<file path="config.mk">
export PLATFORM = sky130hd
export DESIGN_NAME = rst_seq_sr
export DESIGN_NICKNAME = d
export VERILOG_FILES = /design/src/rtl/rst_seq_pkg.sv /design/src/rtl/rst_sync_chain.sv /design/src/rtl/rst_seq_sr.sv
export SDC_FILE = /design/constraint.sdc
export NUM_CORES = 1
export LEC_CHECK = 0
export BUFFER_PORTS_ARGS = -buffer_cell sky130_fd_sc_hd__buf_2
export CAP_MARGIN = 30
export CORE_ASPECT_RATIO = 0.9
export CORE_MARGIN = 1
export CORE_UTILIZATION = 45
export CTS_CLUSTER_SIZE = 12
export DETAILED_ROUTE_END_ITERATION = 10
export SKIP_LAST_GASP = 1
export SLEW_MARGIN = 0
export SYNTH_ARGS = -nofsm -noshare
export SYNTH_HDL_FRONTEND = slang
export SYNTH_SLANG_ARGS = --single-unit
</file>
<file path="constraint.sdc">
create_clock -name C -period 2.8 [get_ports C]
set_input_delay 0.56 -clock C [delete_from_list [all_inputs] [get_ports C]]
set_output_delay 0.56 -clock C [all_outputs]
set_load 0.02 [all_outputs]
</file>
<file path="src/rtl/rst_seq_pkg.sv">
`default_nettype none
// ============================================================================
// Module      : rst_seq_pkg
// Description : Shared types and limits for the rst_seq_sr reset sequencer.
// Revision    : 1.0 - initial release
// ============================================================================
package rst_seq_pkg;

  // Sequencer states; encoding is fixed here so every user agrees on it
  typedef enum logic [1:0] {
    ST_HOLD   = 2'd0,
    ST_RUN    = 2'd1,
    ST_SWHOLD = 2'd2,
    ST_ACK    = 2'd3
  } state_t;

  // Legal synchroniser depth range
  localparam int unsigned SYNC_STAGES_MIN = 2;
  localparam int unsigned SYNC_STAGES_MAX = 4;

  // Hold counter limits: at least one cycle, and the count must fit the counter
  localparam int unsigned HOLD_CYCLES_MIN = 1;
  localparam int unsigned CNT_W_MAX       = 31;

endpackage
`default_nettype wire

</file>
<file path="src/rtl/rst_sync_chain.sv">
`default_nettype none
// ============================================================================
// Module      : rst_sync_chain
// Description : Async-clear / sync-release flop chain. sync_ok goes high on
//               the STAGES-th rising clk edge after clr_n deasserts.
// Revision    : 1.0 - initial release
// ============================================================================
module rst_sync_chain #(
  parameter int unsigned STAGES = 2
) (
  input  logic clk,
  input  logic clr_n,
  output logic sync_ok
);

  logic [STAGES-1:0] chain;

  // Shift a constant 1 in; clearing is immediate, release walks down the chain
  always_ff @(posedge clk or negedge clr_n) begin
    if (!clr_n) begin
      chain <= '0;
    end else begin
      chain <= {chain[STAGES-2:0], 1'b1};
    end
  end

  assign sync_ok = chain[STAGES-1];

endmodule
`default_nettype wire

</file>
<file path="src/rtl/rst_seq_sr.sv">
`default_nettype none
// ============================================================================
// Module      : rst_seq_sr
// Description : Reset sequencer producing a clock-aligned, stretched
//               synchronous active-high reset R, with a four-phase
//               SREQ/SACK handshake for run-time soft resets.
// Revision    : 1.0 - initial release
// ============================================================================
module rst_seq_sr
  import rst_seq_pkg::*;
#(
  parameter int unsigned SYNC_STAGES = 2,
  parameter int unsigned HOLD_CYCLES = 16,
  parameter int unsigned CNT_W       = 5
) (
  input  logic C,
  input  logic CLR_N,
  input  logic SREQ,
  output logic R,
  output logic RDY,
  output logic SACK
);

  // Elaboration-time parameter legality checks
  generate
    if (SYNC_STAGES < SYNC_STAGES_MIN || SYNC_STAGES > SYNC_STAGES_MAX) begin : g_bad_sync
      $error("rst_seq_sr: SYNC_STAGES must be in 2..4");
    end
    if (CNT_W < 1 || CNT_W > CNT_W_MAX) begin : g_bad_cnt_w
      $error("rst_seq_sr: CNT_W out of range");
    end else if (HOLD_CYCLES < HOLD_CYCLES_MIN ||
                 HOLD_CYCLES > ((32'd1 << CNT_W) - 32'd1)) begin : g_bad_hold
      $error("rst_seq_sr: HOLD_CYCLES does not fit in CNT_W bits");
    end
  endgenerate

  // Counter value on the edge before the hold period completes
  localparam logic [CNT_W-1:0] HOLD_LAST = CNT_W'(HOLD_CYCLES - 1);

  logic             sync_ok;
  logic [CNT_W-1:0] cnt;
  state_t           state;

  rst_sync_chain #(
    .STAGES (SYNC_STAGES)
  ) u_sync (
    .clk     (C),
    .clr_n   (CLR_N),
    .sync_ok (sync_ok)
  );

  // Sequencer FSM with hold counter; all outputs registered. The counter is
  // cleared on every state exit so it never wraps.
  always_ff @(posedge C or negedge CLR_N) begin
    if (!CLR_N) begin
      state <= ST_HOLD;
      cnt   <= '0;
      R     <= 1'b1;
      RDY   <= 1'b0;
      SACK  <= 1'b0;
    end else begin
      case (state)
        ST_HOLD: begin
          // Counting only starts once the release has crossed the synchroniser
          if (sync_ok) begin
            if (cnt == HOLD_LAST) begin
              cnt   <= '0;
              R     <= 1'b0;
              RDY   <= 1'b1;
              state <= ST_RUN;
            end else begin
              cnt <= cnt + CNT_W'(1);
            end
          end
        end
        ST_RUN: begin
          // Level-sensitive: a request already high on entry starts a new pulse
          if (SREQ) begin
            cnt   <= '0;
            R     <= 1'b1;
            RDY   <= 1'b0;
            state <= ST_SWHOLD;
          end
        end
        ST_SWHOLD: begin
          if (cnt == HOLD_LAST) begin
            cnt   <= '0;
            R     <= 1'b0;
            RDY   <= 1'b1;
            SACK  <= 1'b1;
            state <= ST_ACK;
          end else begin
            cnt <= cnt + CNT_W'(1);
          end
        end
        ST_ACK: begin
          // Wait for the requester to drop SREQ before accepting another
          if (!SREQ) begin
            SACK  <= 1'b0;
            state <= ST_RUN;
          end
        end
        default: begin
          state <= ST_HOLD;
        end
      endcase
    end
  end

endmodule
`default_nettype wire
</file>
==> flow_summary.ini <==
[worst_setup_path]
cp_slowest_cell = a2111o_1
cp_cell_sequence = inv_1 > ha_1 > or2_0 > a2111o_1 > mux2_4
slowest_delay_ps = 460
cp_top_family = compound AO/OA/AOI/OAI gates
cp_max_fo = 4
critical_path_class = reg2reg
crit_required_ps = 2960
path_depth = 5
rr_worst_depth = 5
ff2ff_setup_slack_ps = 970
crit_buf_inv = 1
crit_arrival_ps = 1990
startpoint_type = register
endpoint_kind = register

[place]
hpwl_um = 810.5
gp_congestion = 0.7189
place_area_um2 = 686.9
io_buffers = 5

[clock_tree]
post-cts-setup-buffers = 0
cts_made_buffers = 3
clk_path_buf_depth = 2
cts_sinks = 12
cts_resized = 0
cts_tree = built
root_buffer = clkbuf_4
hold_buffers = 0
htreeDepth = 1
clock_latency_ps = 280
clk_pin_slew_ps = 90

[global_routing]
grt_util_all_layers_pct = 17.63
grt_max_degree = 13
antenna_found_initial = 0
overflow = 0
grt_pass1_vias = 429
grt_first_pass_wirelength_mm = 1.938

[sta]
maxSlewHeadroom_pct = 64.31
timing.hold.ws_ps = 134.5
slew_violations = 0
tns_ps = 0
final.setup_skew_ps = 16.85
finalHoldViolCount = 0
setup_violations = 0
rsz0062_at_grt = false
tightest_slew_ps = 530.5
min_period_over_period_pct = 65.36
min_period_ps = 1830
fmax_ghz = 0.5464

[die]
die-area_um2 = 1596
die_x_um = 42.01
core_um2 = 1291
die_h_um = 38.01
rows = 12
num_io_pins = 6
initial_core_util_pct = 50.19

[hold_path]
hold_path.class = in2async

[status]
status = finished, final reports clean

[final_layout]
area_growth_pct = 11.58
fillerInstances = 115
nNetsFinal = 75
final_cell_mix = dfrtp_1 (11), ha_1 (6), buf_2 (5)
n_antenna_cell = 0
finalInstanceArea_um2 = 723.2
drive_gt1_share_pct = 23.08
final_common_cell = dfrtp_1

[logic_synthesis]
synth_top_area_cell = dfrtp_1
ys_ff_latch = 12
ys.flop_type = dfrtp_1
synth_area_um2 = 648.1
yosysTopAreaCellShare_pct = 42.47
ys_top_cells_by_area = dfrtp_1 (42%), ha_1 (12%), dfstp_2 (4.1%)
async_reset_ff_share_pct = 100.0
syn_inst = 57
ys_seq_area_share_pct = 46.53
avgSynthCellArea_um2 = 11.37
yosysUniqueCellTypes = 33
yosys_warnings = 0
syn-num-nets = 66
synth-edff-count = 0

[drt]
totalWireLength_mm = 1.091
wl_per_cell_um = 13.81
drt_first_iter_violations = 4
postRouteAntennaNets = 0
drc = 0
vias = 436
firstDrtPassIters = 2
routed_via_density = 5.519

[power_and_ir_drop]
p_per_area_nw_per_um2 = 1180
peakVddDrop_mv = 0.5781
leakage_nw = 0.3708

[flow_run]
drv_cap = 0
## stage by stage
step                total power [mW]  std cells  utilization [%]  setup WS, ps
global route                  0.9295         79            56.01         866.1
finish                        0.8533         79            56.01         969.9
floorplan                     0.6285         57                -          1086
detailed placement            0.7168         75            53.20         979.4
CTS                           0.8618         79            56.01         967.8
global placement              0.7147         75            53.20          1004
## power breakdown
part | switching (mW) | leakage [nW] | internal, mW
Combinational | 0.206 | 0.203 | 0.195
Clock | 0.0626 | 0.0210 | 0.0791
Sequential | 0.0656 | 0.146 | 0.246
Total | 0.334 | 0.371 | 0.519
## final cells by class
cell class                      count  area, µm²  share of cell area [%]
Sequential cell                    12      301.5                   41.70
Timing Repair Buffer                5      25.02                   3.460
Inverter                            4      15.01                   2.076
Tap cell                           14      17.52                   2.422
Multi-Input combinational cell     40      327.8                   45.33
Clock buffer                        4      36.28                   5.017
## cells in the mapped netlist (all sizes together), types with 2 or more instances
cell type / count
dfrtp: 11
ha: 6
inv: 4
mux2: 2
nand2: 3
nor2: 3
nor2b: 2
nor4: 2
## per-layer routing
metal / track usage (%) / up-vias / share of wire [%]
met4: 9.677 / 0 / 0.73
met2: 26.17 / 10 / 40
met5: 0 / - / 0
met3: 7.075 / 2 / 4.9
met1: 22.02 / 203 / 54
li1: - / 221 / -
## cell families (layout without fill, tap and decap cells)
logic type               count (synthesis)  after routing  synth area share [%]
AO/OA/AOI/OAI                           11             11                 14.10
buffers and inverters                    5             13                 2.895
flip-flops                              12             12                 46.53
AND/OR/NAND/NOR                         19             19                 18.73
other                                    1              1                0.5786
multiplexers                             3              3                 5.598
adder cells (fa/ha/maj)                  6              6                 11.58
## sequential cells by signal, summed over array words and instances, names as in the netlist
signal,count
R,1
SACK,1
u_sync.chain,2
RDY,1
cnt,5
state,2
## worst reg2reg max path, stage by stage, from the launching register on
cell	delay [ps]
dfrtp_1	410
inv_1	100
ha_1	210
or2_0	210
a2111o_1	460
mux2_4	310
## worst paths after layout
check | from | end
setup / recovery | state[0]$_DFFE_PN0P_ | state[1]$_DFFE_PN0P_
hold / removal | CLR_N | cnt[2]$_DFFE_PN0P_
setup reg to reg | state[0]$_DFFE_PN0P_ | state[1]$_DFFE_PN0P_
hold reg to reg | u_sync.chain[0]$_DFF_PN0_ | u_sync.chain[1]$_DFF_PN0_
max in group asynchronous | CLR_N | R$_DFFE_PN1P_
min in group C | u_sync.chain[0]$_DFF_PN0_ | u_sync.chain[1]$_DFF_PN0_
Power figures use the tool's default switching activity.
